$ cat src/rtl/display_timings_480p.sv
// 640x480@60 raster timing generator: position, syncs, de, strobes.
// Optional colour bars under DISPLAY_TIMINGS_480P_PATTERN_EN.
module display_timings_480p #(
  parameter int   CORDW  = 16,
  parameter int   H_RES  = 640,
  parameter int   H_FP   = 16,
  parameter int   H_SYNC = 96,
  parameter int   H_BP   = 48,
  parameter int   V_RES  = 480,
  parameter int   V_FP   = 10,
  parameter int   V_SYNC = 2,
  parameter int   V_BP   = 33,
  parameter logic H_POL  = 1'b0,
  parameter logic V_POL  = 1'b0
) (
  input  logic             clk_pix,
  input  logic             rst_n,
  output logic [CORDW-1:0] sx,
  output logic [CORDW-1:0] sy,
  output logic             hsync,
  output logic             vsync,
  output logic             de,
  output logic             line,
  output logic             frame,
  output logic [15:0]      frame_cnt,
  output logic [3:0]       r,
  output logic [3:0]       g,
  output logic [3:0]       b
);

  localparam int H_TOTAL = H_RES + H_FP + H_SYNC + H_BP;
  localparam int V_TOTAL = V_RES + V_FP + V_SYNC + V_BP;
  localparam int HS_STA  = H_RES + H_FP;
  localparam int HS_END  = HS_STA + H_SYNC - 1;
  localparam int VS_STA  = V_RES + V_FP;
  localparam int VS_END  = VS_STA + V_SYNC - 1;

  logic [CORDW-1:0] hc_q, hc_d;
  logic [CORDW-1:0] vc_q, vc_d;
  logic [CORDW-1:0] sx_q, sy_q;
  logic             hs_q, vs_q, de_q, line_q, frame_q;
  logic [15:0]      fcnt_q;
  logic             hs_d, vs_d, de_d, line_d, frame_d;

  // Raster counters: hc wraps every line, vc advances on hc wrap.
  always_comb begin
    hc_d = hc_q + 1'b1;
    vc_d = vc_q;
    if (hc_q == CORDW'(H_TOTAL - 1)) begin
      hc_d = '0;
      if (vc_q == CORDW'(V_TOTAL - 1)) vc_d = '0;
      else                             vc_d = vc_q + 1'b1;
    end
  end

  // Decode the current position into timing signals.
  always_comb begin
    de_d    = (hc_q < CORDW'(H_RES)) && (vc_q < CORDW'(V_RES));
    hs_d    = ~H_POL;
    vs_d    = ~V_POL;
    line_d  = (hc_q == '0);
    frame_d = (hc_q == '0) && (vc_q == '0);
    if (hc_q >= CORDW'(HS_STA) && hc_q <= CORDW'(HS_END)) hs_d = H_POL;
    if (vc_q >= CORDW'(VS_STA) && vc_q <= CORDW'(VS_END)) vs_d = V_POL;
  end

  // Counter state.
  always_ff @(posedge clk_pix or negedge rst_n) begin
    if (!rst_n) begin
      hc_q <= '0;
      vc_q <= '0;
    end else begin
      hc_q <= hc_d;
      vc_q <= vc_d;
    end
  end

  // Registered outputs, all describing the same pixel.
  always_ff @(posedge clk_pix or negedge rst_n) begin
    if (!rst_n) begin
      sx_q    <= '0;
      sy_q    <= '0;
      hs_q    <= ~H_POL;
      vs_q    <= ~V_POL;
      de_q    <= 1'b0;
      line_q  <= 1'b0;
      frame_q <= 1'b0;
      fcnt_q  <= '0;
    end else begin
      sx_q    <= hc_q;
      sy_q    <= vc_q;
      hs_q    <= hs_d;
      vs_q    <= vs_d;
      de_q    <= de_d;
      line_q  <= line_d;
      frame_q <= frame_d;
      if (frame_d) fcnt_q <= fcnt_q + 16'd1;
    end
  end

  assign sx        = sx_q;
  assign sy        = sy_q;
  assign hsync     = hs_q;
  assign vsync     = vs_q;
  assign de        = de_q;
  assign line      = line_q;
  assign frame     = frame_q;
  assign frame_cnt = fcnt_q;

`ifdef DISPLAY_TIMINGS_480P_PATTERN_EN
  localparam int BAR_W = H_RES / 8;

  logic [2:0] bar;
  logic [3:0] r_q, g_q, b_q;

  // Which of the eight vertical bars the current pixel falls in.
  always_comb begin
    bar = 3'd0;
    for (int i = 1; i < 8; i++)
      if (hc_q >= CORDW'(i * BAR_W)) bar = 3'(i);
  end

  // Bar colour, blanked outside the active area.
  always_ff @(posedge clk_pix or negedge rst_n) begin
    if (!rst_n) begin
      r_q <= '0;
      g_q <= '0;
      b_q <= '0;
    end else begin
      r_q <= de_d ? {4{~bar[1]}} : 4'h0;
      g_q <= de_d ? {4{~bar[2]}} : 4'h0;
      b_q <= de_d ? {4{~bar[0]}} : 4'h0;
    end
  end

  assign r = r_q;
  assign g = g_q;
  assign b = b_q;
`else
  assign r = 4'h0;
  assign g = 4'h0;
  assign b = 4'h0;
`endif

endmodule

$ cat config.mk
export PLATFORM = sky130hd
export DESIGN_NAME = display_timings_480p
export DESIGN_NICKNAME = d
export VERILOG_FILES = /design/src/rtl/display_timings_480p.sv
export SDC_FILE = /design/constraint.sdc
export NUM_CORES = 1
export LEC_CHECK = 0
export CAP_MARGIN = 10
export CORE_AREA = 2 2 86 96
export DETAILED_ROUTE_END_ITERATION = 7
export DIE_AREA = 0 0 88 98
export HOLD_SLACK_MARGIN = 0.08
export PLACE_DENSITY = 0.75
export SETUP_SLACK_MARGIN = 0.1
export SLEW_MARGIN = 10
export SYNTH_ARGS = -nofsm -noshare
export SYNTH_HDL_FRONTEND = slang
export SYNTH_SLANG_ARGS = --single-unit
$ cat constraint.sdc
create_clock -name clk_pix -period 1.91 [get_ports clk_pix]
set_input_delay 0.382 -clock clk_pix [delete_from_list [all_inputs] [get_ports clk_pix]]
set_output_delay 0.382 -clock clk_pix [all_outputs]
set_load 0.05 [all_outputs]
==> results of run 1 <==
-- layer usage --
metal	wire [um]	vias to the layer above	track usage (%)	share of wire [%]
met5	0	-	0	0
met4	122	0	8.284	1.7
met3	267	9	2.620	3.6
met2	3680	59	28.15	50
met1	3291	1295	24.85	45
li1	-	1249	-	-
-- synth_stat cells (3+ instances only) --
cell,number
a21oi_1,3
a31oi_1,3
and3_1,9
and4_1,3
buf_4,12
clkbuf_1,6
dfrtp_1,83
ha_1,5
inv_1,6
nand2_1,13
nand3_1,16
nand4_1,15
nor2_1,21
nor3_1,6
nor4_1,4
o21ai_0,12
o31ai_1,3
or3_1,4
xnor2_1,24
xor2_1,10
-- repair_timing --
action,4_1_cts,5_1_grt
endpoints found under the hold margin,35,0
endpoints found under the setup margin,51,37
buffers inserted,1,5
resized for setup,34,26
pin swaps,11,15
hold buffers,1,0
gates cloned,0,1
-- cells by family (layout without fill, tap and decap cells) --
| group | count (synthesis) | in the layout | synth area share (%) |
|---|---|---|---|
| xor gates and xnor gates | 34 | 34 | 8.422 |
| other | 1 | 12 | 0.1061 |
| and+or+nand+nor | 117 | 117 | 20.28 |
| AOI/OAI and AO/OA | 26 | 26 | 4.459 |
| buffers and inverters | 27 | 135 | 4.423 |
| adders and majority gates | 5 | 5 | 1.769 |
| DFF | 85 | 85 | 60.23 |
| muxes | 1 | 1 | 0.3184 |
-- state kept, by name, indices dropped and copies added, names as in the netlist --
| signal | count |
|---|---|
| de | 1 |
| frame | 1 |
| frame_cnt | 16 |
| hc_q | 16 |
| hsync | 1 |
| line | 1 |
| sx | 16 |
| sy | 16 |
| vc_q | 16 |
| vsync | 1 |
-- power by group through the flow --
stage	Sequential, mW	Combinational (mW)	Clock [mW]
2_1_floorplan	1.83	0.0703	0
3_3_place_gp	1.83	0.0953	0
3_5_place_dp	1.83	0.0970	0
4_1_cts	1.80	0.0986	1.23
5_1_grt	1.80	0.106	1.31
6_report	1.80	0.0958	1.19
-- worst min-delay path by stage --
| stage | start | slack, ps | endpoint |
|---|---|---|---|
| after floorplan | rst_n | 90 | de |
| after global placement | rst_n | 380 | sx[11] |
| after detailed placement | rst_n | 390 | sx[12] |
| after CTS | hc_q[15] | 460 | sx[15] |
| after global routing | hc_q[7] | 480 | sx[7] |
| final | hc_q[15] | 450 | sx[15] |
-- through the flow --
stage | cell area, sq um | total power, mW | instances | hold slack (ps)
after floorplan | 3601 | 1.905 | 307 | 86.41
after global placement | 4466 | 1.929 | 499 | 379.1
after detailed placement | 4466 | 1.931 | 499 | 389.2
after CTS | 4693 | 3.126 | 517 | 459.1
after global routing | 4876 | 3.212 | 523 | 482.9
final | 4876 | 3.081 | 523 | 451.4
-- worst max-delay path: stages (launching register included) --
cell and delay [ps]:
dfrtp_1 380, or3_4 390, or3_4 350, nor4_4 210, buf_4 190, buf_4 110
mux2_2 310
-- area by class of cell --
type,instances,area (sq um)
Fill cell,592,2824
Sequential cell,85,2130
Multi-Input combinational cell,195,1476
Timing Repair Buffer,113,927.1
Tap cell,108,135.1
Clock buffer,11,131.4
Clock inverter,5,53.80
Inverter,6,22.52
==> summary.md, run 1 <==
| Metric | Value |
|---|---|
| Outcome | `finished, violations left` |
| Failing checks | `setup timing` |
| Setup Skew | `11.54 ps` |
| Starting density of the core | `45.92%` |
| Synth Register Bits | `85` |
| Remaining DRCs | `0` |
| Post-synth EDFFs | `0` |
| Worst path arrival time | `~2300 ps` |
| Row cnt | `34` |
| Startpoint class of the critical path | `flop` |
| CP required | `approximately 2100 ps` |
| Setup CP Type | `flop to flop` |
| F_max | `486.1 MHz` |
| Crit. Startpoint | `vc_q[8]` |
| Worst slack, placed | `-136.0 ps` |
| Hold WC Path Type | `flop to flop` |
| Port Buffer Count | `54` |
| Vias | `between 2,000 and 3,000` |
| Clock Latency Late Sink | `340 ps` |
| Max cap viols | `0` |
| Final-stage net count | `around 420` |
| Core area | `0.007700 sq mm` |
| Maximum VDD drop | `about 0.00031 V` |
| Hold path depth | `0` |
| CP Capture Type | `flop` |
| CP Capture Point | `frame_cnt[1]` |
| Final worst slack | `-147.3 ps` |
| DR WL/cell | `between 10 and 15 um` |
| Clock Pin Slew Worst Setup and Hold Paths | `80 ps` |
| Finished Core Util | `63.32%` |
| ANT cells | `0` |
| Area leader, netlist | `dfrtp_1` |
| Ys flop type | `dfrtp_1` |
| Period utilization | `107.7%` |
| Largest net degree at the start of global routing | `41` |
| Layout cells sized above 1 | `34.46%` |
| # H-tree levels | `3` |
| Post-layout minimum cycle time | `2057 ps` |
| Final ANT Viol Nets | `0` |
| Internal power | `2.409 mW` |
| Gr usage total | `18.05%` |
| CTS tree | `built` |
| RSZ-0062 raised after global routing | `true` |
| DP Wirelength | `5246 um` |
| Most frequent cells in the layout | `buf_4, dfrtp_1, xnor2_1` |
| Hold Fails Final Rpt | `0` |
| Pwr/cell area | `about 630 mW/mm^2` |
| Post-synthesis to final-layout area growth | `37.90%` |
| Reg2reg start | `vc_q[8]` |
| R2R Setup Slk | `-150 ps` |
| Critical R2R Capture | `frame_cnt[1]` |
| Die Footprint | `roughly 0.0086 sq mm` |
| First-pass DRT Iterations | `4` |
| CTS root buf | `clkbuf_8` |
| Slew Viols, Final | `0` |
| Ys async rst share | `between 90% and 100%` |
| Initial antenna violation count | `0` |
| Die Ht | `98 um` |
| Main area contributors after synthesis | `dfrtp_1, xnor2_1, nand4_1` |
| GPL Wtd Cong | `0.9163` |
| Slew @ Worst Pin | `509.6 ps` |
| Post-DR vias/cell | `4.994` |
| Gate power share | `3.1%` |
| Vias in the first global route | `2,600` |
| Yosys warnings | `0` |
| Clk pwr share | `38.5%` |
| Sequential share of the synthesized area | `60.23%` |
| Static Leak | `between 2 and 2.5 nW` |
| Initial DRC Count | `89` |
| Commonest non-fill, non-tap cell in the layout | `buf_4` |
| Final wirelength | `7362 um` |
| Synthesized area | `0.003536 sq mm` |
| Share of the synthesized area in the top cell type | `58.74%` |
| Worst r2r path cells | `6` |
| CTS max path bufs | `2` |
| Slew margin rel. | `66.02%` |
| CP max FO | `3` |
| Flop pwr share | `58.4%` |
| Post-Syn Instances | `296` |
| Post-synth cell types | `48` |
| Post-Route Setup TNS | `-1864 ps` |
| First-pass GRT wire length | `12,120 um` |
| Ports | `67` |
| Net Switching | `672.9 uW` |
| Final setup violating endpoints | `25` |
| CTS Buf Count | `9` |
| Die width | `88 um` |
| Switch share | `21.84%` |
| Post-Syn Area per Cell | `11.95 sq um` |
| Final global-route overflow total | `0` |
| Total clock sinks | `85` |
No activity file was read; power rests on OpenSTA's default activity.
==> run 2, diff against run 1 <==
--- a/config.mk
+++ b/config.mk
@@ -10,7 +10,8 @@
 export DETAILED_ROUTE_END_ITERATION = 7
 export DIE_AREA = 0 0 88 98
 export HOLD_SLACK_MARGIN = 0.08
-export PLACE_DENSITY = 0.75
+export MAX_ROUTING_LAYER = met4
+export PLACE_DENSITY_LB_ADDON = 0.08
 export SETUP_SLACK_MARGIN = 0.1
 export SLEW_MARGIN = 10
 export SYNTH_ARGS = -nofsm -noshare
==> run 2 against run 1 <==
Against the previous run:
- core utilization decreased by 0.098 points
- final area decreased by 0.15%
- setup slack improved by 11 ps
- global-route usage increased by 0.98 points
- worst hold slack got worse by 12 ps
- largest cell class unchanged
- the run still ends with setup timing left
- sequential cell count unchanged
- register-to-register slack about the same
- power increased by 0.71%
- clock skew increased by 0.80 ps
- critical endpoint is now frame
- via count decreased by 0.42%
- sequential share of layout area increased by 0.093 points
- sequential power about the same
==> summary.md, run 2 (synthesis results as in run 1) <==
| Metric | Value |
|---|---|
| Remaining DRCs | `0 (unchanged)` |
| Total clock sinks | `85 (unchanged)` |
| Largest net degree at the start of global routing | `86 (+110%)` |
| Initial antenna violation count | `0 (unchanged)` |
| CP max FO | `4 (+1)` |
| Ports | `67 (unchanged)` |
| Met2 routed WL | `3675 um (-0.14%)` |
| Post-synthesis to final-layout area growth | `37.69%` |
| Placed Instances | `500 (+0.20%)` |
| Initial DRC Count | `70 (-21%)` |
| Die Ht | `98 um (unchanged)` |
| Clock Latency Late Sink | `350 ps (about the same)` |
| Final global-route overflow total | `0 (unchanged)` |
| Met1 Wirelength | `3452 um (+4.9%)` |
| Port Buffer Count | `54 (unchanged)` |
| Detail Route met3 WL | `213 um (-20%)` |
| Worst path arrival time | `2320 ps (+30 ps)` |
| Hold path depth | `0 (unchanged)` |
| Die width | `88 um (unchanged)` |
| DP Wirelength | `5142 um (-2.0%)` |
| Top Metal Used | `met4` |
| Smallest hold slack | `439.0 ps (-12.34 ps)` |
| Maximum VDD drop | `0.0003796 V (+22%)` |
| ANT cells | `0 (unchanged)` |
| CTS Buf Count | `9 (unchanged)` |
| CTS root buf | `clkbuf_8` |
| Static Leak | `2.457 nW (-0.94%)` |
| Layout cells sized above 1 | `36.21% (+1.8 points)` |
| Starting density of the core | `45.92% (unchanged)` |
| Most frequent cells in the layout | `buf_4, dfrtp_1, xnor2_1` |
| CTS tree | `built` |
| Final setup violating endpoints | `15 (-40%)` |
| Slew Viols, Final | `0 (unchanged)` |
| Die Footprint | `0.008624 sq mm (unchanged)` |
| Core area | `0.007700 sq mm (unchanged)` |
| Register area | `0.002131 sq mm (about the same)` |
| Worst r2r path cells | `4 (-2)` |
| First-pass GRT wire length | `12,490 um (+3.0%)` |
| Final ANT Viol Nets | `0 (unchanged)` |
| Clock Pin Slew Worst Setup and Hold Paths | `90 ps (about the same)` |
| Post-DR vias/cell | `4.954 (-0.80%)` |
| Max cap viols | `0 (unchanged)` |
| Final cell count without fillers | `525 (+0.38%)` |
| Gr usage total | `19.03% (+0.98 points)` |
| Startpoint class of the critical path | `flop` |
| First-pass DRT Iterations | `6 (+2)` |
| Final wirelength | `7474 um (+1.5%)` |
| Tot Pwr | `3.103 mW (+0.71%)` |
| RSZ-0062 raised after global routing | `true` |
| CTS max path bufs | `2 (unchanged)` |
| GPL Wtd Cong | `0.8437 (-7.9%)` |
| CP Capture Type | `flop` |
| Commonest non-fill, non-tap cell in the layout | `buf_4` |
| Fin area | `0.004868 sq mm (-0.15%)` |
| Final worst slack | `-136.6 ps (+10.68 ps)` |
| Vias in the first global route | `2,571 (-1.1%)` |
| Area of the multi-input gates | `0.001456 sq mm (-1.4%)` |
| Post-layout minimum cycle time | `2047 ps (-10.68 ps)` |
| Period utilization | `107.2% (-0.56 points)` |
| F_max | `488.6 MHz (+0.52%)` |
| Hold WC Path Type | `flop to flop` |
| Outcome | `finished, violations left` |
| Fillers | `647 (+9.3%)` |
| Post-Route Setup TNS | `-649.6 ps (+1214 ps)` |
| Setup CP Type | `flop to flop` |
| Placed inst area | `0.004463 sq mm (about the same)` |
| # H-tree levels | `3 (unchanged)` |
| Failing checks | `setup timing` |
| Setup Skew | `12.35 ps (+0.8010 ps)` |
| DR WL/cell | `14.24 um (+1.1%)` |
| Final-stage net count | `419 (+0.48%)` |
| Hold Fails Final Rpt | `0 (unchanged)` |
| CP required | `2180 ps (+40 ps)` |
| Row cnt | `34 (unchanged)` |
| Pwr/cell area | `637.5 mW/mm^2 (+0.87%)` |
| Vias | `2,601 (-0.42%)` |
run 2: per-layer routing:
| layer | track usage [%] | vias up |
|---|---|---|
| met5 | - | - |
| met4 | 7.811 | 0 |
| met3 | 3.466 | 13 |
| met2 | 28.73 | 44 |
| met1 | 25.34 | 1292 |
| li1 | - | 1252 |
run 2: path summary, 6_finish.rpt:
path,startpoint,endpoint,slack [ps]
setup reg to reg,vc_q[13],frame,-140
setup / recovery,vc_q[13],frame,-140
max in group asynchronous,rst_n,vsync,940
min in group asynchronous,rst_n,frame_cnt[5],610
hold reg to reg,hc_q[7],sx[7],440
hold / removal,hc_q[7],sx[7],440
run 2: final cells by class:
class                           count  area share (%)
Sequential cell                    85           43.77
Inverter                            6          0.4626
Tap cell                          108           2.776
Clock buffer                       12           3.392
Multi-Input combinational cell    195           29.92
Clock inverter                      4          0.6425
Timing Repair Buffer              115           19.04
run 2: critical path, stage by stage, from the launching register on:
cell and delay, ps:
dfrtp_1 430, or4_4 550, or3_4 350, or4b_4 530, nor3_4 110
run 2: what timing repair did:
item / in CTS / in global routing
buffers inserted: 0 / 8
hold endpoints to repair: 58 / 0
hold buffers: 1 / 0
gates cloned: 0 / 0
pin swaps: 5 / 13
gates resized for setup: 30 / 25
setup endpoints to repair: 52 / 33
run 2: report_power, final:
group	internal, mW	switching [mW]
registers	1.80	0
clock network	0.581	0.633
logic	0.00696	0.0850
run 2: metrics by stage:
stage | util (%) | setup WS [ps]
CTS | 61.24 | -111.8
detailed placement | 57.96 | -103.3
finish | 63.23 | -136.6
global placement | 57.96 | -69.17
floorplan | - | -108.5
global route | 63.23 | -185.9
==> run 3, diff against run 2 <==
--- a/config.mk
+++ b/config.mk
@@ -7,8 +7,10 @@
 export LEC_CHECK = 0
 export CAP_MARGIN = 10
 export CORE_AREA = 2 2 86 96
+export CTS_CLUSTER_DIAMETER = 50
 export DETAILED_ROUTE_END_ITERATION = 7
 export DIE_AREA = 0 0 88 98
+export GPL_TIMING_DRIVEN = 0
 export HOLD_SLACK_MARGIN = 0.08
 export MAX_ROUTING_LAYER = met4
 export PLACE_DENSITY_LB_ADDON = 0.08
==> run 3 against run 2 <==
Against the previous run:
- the flow still finishes with violations (setup timing)
- non-clock buffer count is 2 higher
- critical endpoint unchanged
- via count is 1.8% higher
- routed wire length is 4.6% higher
- global-route usage is 0.69 points lower
- die area stayed put
- sequential cell count stayed put
- cell count is 0.38% higher
- clock-buffer cell count is 1 lower
- worst hold slack worse by 68 ps
- maximum frequency is 2.1% lower
- core utilization is 2.0 points higher
- clock skew is 1.3 ps lower
==> summary.md, run 3 (synthesis results as in run 1) <==
| Metric | Value |
|---|---|
| Worst path arrival time | `2350 ps (+30 ps)` |
| Starting density of the core | `45.92% (unchanged)` |
| Final ANT Viol Nets | `0 (unchanged)` |
| Final-stage net count | `421 (+0.48%)` |
| Setup CP Type | `flop to flop` |
| Placed inst area | `0.004302 sq mm (-3.6%)` |
| Die Ht | `98 um (unchanged)` |
| Maximum VDD drop | `0.0004136 V (+9.0%)` |
| Commonest non-fill, non-tap cell in the layout | `dfrtp_1` |
| CTS max path bufs | `2 (unchanged)` |
| Gr usage total | `18.34% (-0.69 points)` |
| Final setup violating endpoints | `27 (+12)` |
| First-pass DRT Iterations | `5 (-1)` |
| Hold Fails Final Rpt | `0 (unchanged)` |
| Post-DR vias/cell | `5.023 (+1.4%)` |
| Total clock sinks | `85 (unchanged)` |
| CTS tree | `built` |
| CTS Buf Count | `9 (unchanged)` |
| Die Footprint | `0.008624 sq mm (unchanged)` |
| Core area | `0.007700 sq mm (unchanged)` |
| Clock Latency Late Sink | `340 ps (about the same)` |
| Failing checks | `setup timing` |
| CP max FO | `6 (+2)` |
| Post-synthesis to final-layout area growth | `42.11%` |
| Static Leak | `2.561 nW (+4.2%)` |
| Crit-path max cell delay | `560 ps (about the same)` |
| Remaining DRCs | `0 (unchanged)` |
| Slew margin rel. | `between 60% and 70%` |
| Max cap viols | `0 (unchanged)` |
| CP Capture Type | `flop` |
| Setup Skew | `11.08 ps (-1.270 ps)` |
| Row cnt | `34 (unchanged)` |
| Post-layout minimum cycle time | `2090 ps (+43.71 ps)` |
| Slew @ Worst Pin | `525.6 ps` |
| Vias | `2,647 (+1.8%)` |
| # H-tree levels | `3 (unchanged)` |
| Outcome | `finished, violations left` |
| CTS root buf | `clkbuf_8` |
| Slowest cell on crit path | `or4_4` |
| Fin area | `0.005025 sq mm (+3.2%)` |
| RSZ-0062 raised after global routing | `true` |
| First-pass GRT wire length | `12,010 um (-3.8%)` |
| Layout cells sized above 1 | `31.74% (-4.5 points)` |
| DP Wirelength | `4668 um (-9.2%)` |
| Final worst slack | `-180.3 ps (-43.71 ps)` |
| ANT cells | `0 (unchanged)` |
| Pwr/cell area | `635.3 mW/mm^2 (-0.34%)` |
| Clock Pin Slew Worst Setup and Hold Paths | `90 ps (about the same)` |
| Crit-path cells | `or4_4, or3_4, or4b_1, nor3_1` |
| DR WL/cell | `14.84 um (+4.2%)` |
| Most frequent cells in the layout | `dfrtp_1, dlygate4sd2_1, buf_4` |
| Startpoint class of the critical path | `flop` |
| Placed Instances | `470 (-6.0%)` |
| Final global-route overflow total | `0 (unchanged)` |
| Slew Viols, Final | `0 (unchanged)` |
| CP required | `2170 ps (about the same)` |
| Finished Core Util | `65.26% (+2.0 points)` |
| Period utilization | `109.4% (+2.3 points)` |
| Initial DRC Count | `191 (+170%)` |
| Largest net degree at the start of global routing | `57 (-34%)` |
| Worst slack, placed | `-521.9 ps (-418.6 ps)` |
| Smallest hold slack | `371.4 ps (-67.64 ps)` |
| Die width | `88 um (unchanged)` |
| Initial antenna violation count | `0 (unchanged)` |
| Ports | `67 (unchanged)` |
| Hold WC Path Type | `flop to flop` |
| Final cell count without fillers | `527 (+0.38%)` |
| Vias in the first global route | `2,405 (-6.5%)` |
| Final wirelength | `7821 um (+4.6%)` |
| GPL Wtd Cong | `0.8569 (+1.6%)` |
| F_max | `478.4 MHz (-2.1%)` |
| Port Buffer Count | `54 (unchanged)` |
run 3: changes by cell type in the layout (fill, tap and decap cells not counted), moves of 4 or more:
cell,change
buf_4,-47
dlygate4sd2_1,+34
dfrtp_1,-9
dfrtp_2,+9
o21ai_1,-6
o21ai_2,+5
buf_6,+4
clkbuf_2,+4
nand3_1,-4
nor2_1,+4
run 3: report_power, final:
part | switching [mW] | internal, mW
Combinational | 0.0883 | 0.0254
Clock | 0.637 | 0.644
Sequential | 0 | 1.80
run 3: timing repair:
action | CTS | global route
pin swaps | 11 | 22
gates cloned | 0 | 1
hold endpoints to repair | 29 | 0
gates resized for setup | 78 | 44
endpoints found under the setup margin | 88 | 37
setup buffers | 25 | 14
hold buffers | 1 | 0
run 3: critical path: cells and delay by family (launching register included):
kind / cells / cell delay [ps]
and+or+nand+nor: 4 / 1560
DFF: 1 / 450
run 3: metal layers:
layer  global-route usage, %  vias to the layer above  routed length [um]  part of all wire, %
li1                        -                     1258                   -                    -
met2                   27.16                       72                3922                   50
met3                   4.142                       13                 273                  3.5
met4                   5.325                        0                 131                  1.7
met1                   25.45                     1304                3493                   45
met5                       -                        -                   0                    0
run 3: final timing paths:
kind                          start           end  cells past startpoint  slack [ps]
setup reg to reg           vc_q[13]         frame                      4        -180
hold reg to reg             hc_q[4]         sx[4]                      0         370
setup / recovery           vc_q[13]         frame                      4        -180
hold / removal              hc_q[4]         sx[4]                      0         370
min in group asynchronous     rst_n  frame_cnt[7]                      2         500
max in group asynchronous     rst_n         hsync                      3         760
run 3: layout make-up:
class | count | area (sq um)
fill | 612 | 2675
sequential | 85 | 2142
multi-input combinational | 195 | 1521
timing repair buffer | 96 | 859.6
buffer | 21 | 142.6
clock buffer | 11 | 141.4
tap | 108 | 135.1
clock inverter | 5 | 60.06
inverter | 6 | 22.52
run 3: through the flow:
stage,TNS (ps),total power [mW]
after floorplan,-844.5,1.905
after CTS,-3132,3.214
final,-1999,3.192
after global placement,-220550,1.942
after detailed placement,-11250,1.948
after global routing,-4991,3.295
==> variant 1 (flow settings as in run 3) <==
Change the parameter `CORDW` from 16 to 15.
--- a/src/rtl/display_timings_480p.sv
+++ b/src/rtl/display_timings_480p.sv
@@ -2,5 +2,5 @@
 // Optional colour bars under DISPLAY_TIMINGS_480P_PATTERN_EN.
 module display_timings_480p #(
-  parameter int   CORDW  = 16,
+  parameter int   CORDW  = 15,
   parameter int   H_RES  = 640,
   parameter int   H_FP   = 16,
Interface: changed (resized sx and sy); port bits go from 67 to 65. No check against the original RTL was run, so the function may have changed too.
==> variant 1 against run 3 <==
Synthesized cell count increased by 1.4%. Sequential share of layout area decreased by 0.65 points. Final cell count down 3.4%. Critical endpoint is now vc_q[4]. Critical path type unchanged. Clock skew fell by 0.0015 ns. Sequential cell count shrank 4. Highest routed layer unchanged. Die area is the same. Largest cell class unchanged. Hold slack improved by 0.0066 ns. The flow still finishes with violations (negative setup slack). Worst setup slack worse by 0.027 ns. Cell area fell by 3.6%. Area after synthesis down 3.7%. Wire length fell by 7.0%. Power shrank 0.11%.
==> variant 1: results (changes against run 3) <==
| Metric | Value |
|---|---|
| Worst Setup Slack, final | `-0.207 ns (was -0.180 ns)` |
| Leakage Power | `0.00235 uW (was 0.00256 uW)` |
| Area contributors post-synth | `dfrtp_1 (58%), xnor2_1 (5.7%), buf_4 (2.9%) (was dfrtp_1 (59%), xnor2_1 (5.9%), nand4_1 (2.7%))` |
| Crit-path max cell delay | `0.49 ns (was 0.56 ns)` |
| DR WL/cell | `14.3 um (was 14.8 um)` |
| VDD IR max | `0.306 mV (was 0.414 mV)` |
| Met2 Resource Use GR | `27.1% (was 27.2%)` |
| DP Cell Count | `472 (was 470)` |
| Sequential Power Share | `53.7% (was 56.3%)` |
| Hold WS | `0.378 ns (was 0.371 ns)` |
| Synth cell types | `41 (was 48)` |
| R2r endpoint | `vc_q[4] (was frame)` |
| Vias | `2582 (was 2647)` |
| Area after DPL | `4180 um2 (was 4300 um2)` |
| Initial antenna violation count | `0 (unchanged)` |
| Met1 global-route usage | `25.6% (was 25.4%)` |
| Min-delay src | `vc_q[5] (was hc_q[4])` |
| Worst Hold Path EP | `sy[5] (was sx[4])` |
| Worst Skew | `0.00962 ns (was 0.0111 ns)` |
| Pwr Density | `658 nW/um2 (was 635 nW/um2)` |
| TNS Setup | `-1.94 ns (was -2.00 ns)` |
| CP max FO | `7 (was 6)` |
| Fin nets | `403 (was 421)` |
| Pre-antenna DRT Iters | `5 (unchanged)` |
| DRT met1 WL | `3350 um (was 3490 um)` |
| Critical Path AT | `2.40 ns (was 2.35 ns)` |
| Metal3 WL | `282 um (was 273 um)` |
| Failing checks | `negative setup slack (unchanged)` |
| Post-CTS Setup Bufs | `17 (was 25)` |
| Worst slew margin | `66.2% (was 65.1%)` |
| Met2 WL | `3530 um (was 3920 um)` |
| Reg2reg path depth | `6 (was 4)` |
| Port Buf Inserts | `52 (was 54)` |
| Number of global-route vias before repair | `2473 (was 2405)` |
| Post-CTS Resized | `104 (was 78)` |
| Place WS | `-0.514 ns (was -0.522 ns)` |
| Sequential share of the synthesized area | `59.6% (was 60.2%)` |
| Largest net degree at the start of global routing | `53 (was 57)` |
| Commonest cells post-synth | `dfrtp_1 (79), nand2_1 (22), xnor2_1 (22) (was dfrtp_1 (83), xnor2_1 (24), nor2_1 (21))` |
| Global Route met3 Usage | `2.62% (was 4.14%)` |
| Worst hold path class | `reg2reg (unchanged)` |
| Clock group | `1360 uW (was 1280 uW)` |
| HPWL after DPL | `4660 um (was 4670 um)` |
| NetSw | `674 uW (was 725 uW)` |
| First DRT Iteration DRCs | `188 (was 191)` |
| Status | `finished, violations left (unchanged)` |
| Routed WL | `7270 um (was 7820 um)` |
| First-pass GRT wire length | `11900 um (was 12000 um)` |
| Crit path max-delay cell type | `or4b_4 (was or4_4)` |
| Tot GR Track Use | `18.4% (was 18.3%)` |
| Setup violations, final | `29 (was 27)` |
-- variant 1: changes by cell type after synthesis, moves of 3 or more --
| cell | before | now |
|---|---|---|
| xor2_1 | 10 | 5 |
| nand2_1 | 13 | 22 |
| inv_1 | 6 | 9 |
| o31ai_1 | 3 | 8 |
| nor2b_1 | 0 | 4 |
| dfrtp_1 | 83 | 79 |
| nor2_1 | 21 | 15 |
| o21ai_0 | 12 | 18 |
-- variant 1: cells by family after synthesis --
kind of cell	count (synthesis)	synth area share [%]
fa+ha+maj	5	1.84
xor+xnor	27	6.95
simple gates	113	18.6
other cells	1	0.110
flops	81	59.6
compound gates	37	6.54
buf+inv	33	5.37
mux	3	0.955
-- variant 1: layout make-up --
| class | count | area (um2) |
|---|---|---|
| inverter | 9 | 36.3 |
| buffer | 24 | 205 |
| multi-input combinational | 197 | 1520 |
| fill | 610 | 2860 |
| sequential | 81 | 2030 |
| timing repair buffer | 74 | 697 |
| clock buffer | 12 | 145 |
| clock inverter | 4 | 76.3 |
| tap | 108 | 135 |
==> variant 2 (flow settings as in run 3) <==
Without the edit above. Take the reset off `sy_q` and load it in a clocked block of its own.
--- a/src/rtl/display_timings_480p.sv
+++ b/src/rtl/display_timings_480p.sv
@@ -80,5 +80,4 @@
     if (!rst_n) begin
       sx_q    <= '0;
-      sy_q    <= '0;
       hs_q    <= ~H_POL;
       vs_q    <= ~V_POL;
@@ -89,5 +88,4 @@
     end else begin
       sx_q    <= hc_q;
-      sy_q    <= vc_q;
       hs_q    <= hs_d;
       vs_q    <= vs_d;
@@ -97,4 +95,8 @@
       if (frame_d) fcnt_q <= fcnt_q + 16'd1;
     end
+  end
+
+  always_ff @(posedge clk_pix) begin
+    sy_q <= vc_q;
   end
 
Behaviour: no difference found for any inputs over 10 cycles, from zero or initial values and one cycle with rst_n low; that may be too few to reach the edited logic, so the function may still have changed.
==> variant 2 against run 3 <==
The run still ends with negative setup slack left. Combinational power shrank 5%. Final cell count shrank 1.7%. Critical endpoint is now frame_cnt[3]. Power is 0.16% lower. Critical path type unchanged. Die area unchanged. Sequential cell count unchanged. Cell area down 3.4%. Area after synthesis decreased by 2.3%. Worst setup slack improved by 0.067 ns. Wire length down 4.7%. Via count is 3.3% lower. Synthesized cell count unchanged.
==> variant 2: results (changes against run 3) <==
| Metric | Value |
|---|---|
| Status | `finished, violations left (unchanged)` |
| Failing checks | `negative setup slack (unchanged)` |
| Area contributors post-synth | `dfrtp_1 (49%), dfxtp_1 (9.3%), xnor2_1 (6.1%) (was dfrtp_1 (59%), xnor2_1 (5.9%), nand4_1 (2.7%))` |
| TNS Setup | `-1.20 ns (was -2.00 ns)` |
| ClkCell Share | `4.12% (was 4.01%)` |
| Vias | `2560 (was 2647)` |
| First DRT Iteration DRCs | `112 (was 191)` |
| Pwr Density | `656 nW/um2 (was 635 nW/um2)` |
| Critical Path AT | `2.26 ns (was 2.35 ns)` |
| NetSw | `734 uW (was 725 uW)` |
| Fin nets | `412 (was 421)` |
| Comb power | `108 uW (was 114 uW)` |
| FF-to-FF Start | `hc_q[13] (was vc_q[13])` |
| Setup violations, final | `21 (was 27)` |
| Pre-antenna DRT Iters | `4 (was 5)` |
| VDD IR max | `0.323 mV (was 0.414 mV)` |
| Min-delay src | `vc_q[4] (was hc_q[4])` |
| Clock share of power | `40.4% (was 40.1%)` |
| Multi-input gate share of total cell area | `31.3% (was 30.3%)` |
| DRT met1 WL | `3500 um (was 3490 um)` |
| Number of global-route vias before repair | `2525 (was 2405)` |
| Signal buffers | `108 (was 117)` |
| Synth cell types | `49 (was 48)` |
| Worst Setup Slack, final | `-0.113 ns (was -0.180 ns)` |
| Synth Area in XOR/XNOR | `8.62% (was 8.42%)` |
| Mux share of post-synthesis cell area | `0.326% (was 0.318%)` |
| Met2 WL | `3570 um (was 3920 um)` |
| Post-CTS Setup Bufs | `24 (was 25)` |
| Commonest cells post-synth | `dfrtp_1 (67), xnor2_1 (24), nor2_1 (21) (was dfrtp_1 (83), xnor2_1 (24), nor2_1 (21))` |
| Buffering overhead | `18.9% (was 19.9%)` |
| Final GP Congestion | `0.814 (was 0.857)` |
| R2r endpoint | `frame_cnt[3] (was frame)` |
| Post-CTS Resized | `88 (was 78)` |
| Util after Layout | `63.1% (was 65.3%)` |
| Leakage Power | `0.00242 uW (was 0.00256 uW)` |
| Tot GR Track Use | `18.7% (was 18.3%)` |
| Met2 Resource Use GR | `28.4% (was 27.2%)` |
| Reg2reg path depth | `8 (was 4)` |
| P&R area growth vs syn | `40.5% (was 42.1%)` |
| CLK BUF | `10 (was 11)` |
| Seq/total area | `42.5% (was 42.6%)` |
| Area after DPL | `4220 um2 (was 4300 um2)` |
| CP max FO | `5 (was 6)` |
| Tot Pwr | `3190 uW (about the same)` |
| Place WS | `-0.435 ns (was -0.522 ns)` |
| Largest net degree at the start of global routing | `46 (was 57)` |
| Met1 global-route usage | `25.1% (was 25.4%)` |
-- variant 2: changes by cell type in the layout (fill, tap and decap cells not counted), moves of 3 or more --
cell | run 3 | this run
dfxtp_1 | 0 | 16
nor2_1 | 20 | 16
o21ai_2 | 6 | 1
buf_4 | 44 | 40
o21ai_1 | 1 | 8
nand3_2 | 5 | 8
dfrtp_1 | 73 | 56
-- variant 2: critical path: stages (launching register included) --
cell	delay (ns)
dfrtp_2	0.45
nor4_4	0.30
buf_4	0.18
nand3_4	0.10
nor4_4	0.29
buf_4	0.18
buf_6	0.12
nand4_1	0.12
xnor2_1	0.15
-- variant 2: worst max-delay path by stage --
stage	from	to	slack (ns)	cells past startpoint
floorplan	vc_q[7]	frame_cnt[13]	-0.11	6
finish	hc_q[13]	frame_cnt[3]	-0.11	8
global route	hc_q[13]	frame_cnt[3]	-0.21	8
CTS	vc_q[7]	frame_cnt[6]	-0.17	6
detailed placement	hc_q[10]	vc_q[4]	-0.43	5
global placement	rst_n	vc_q[4]	-1.88	1
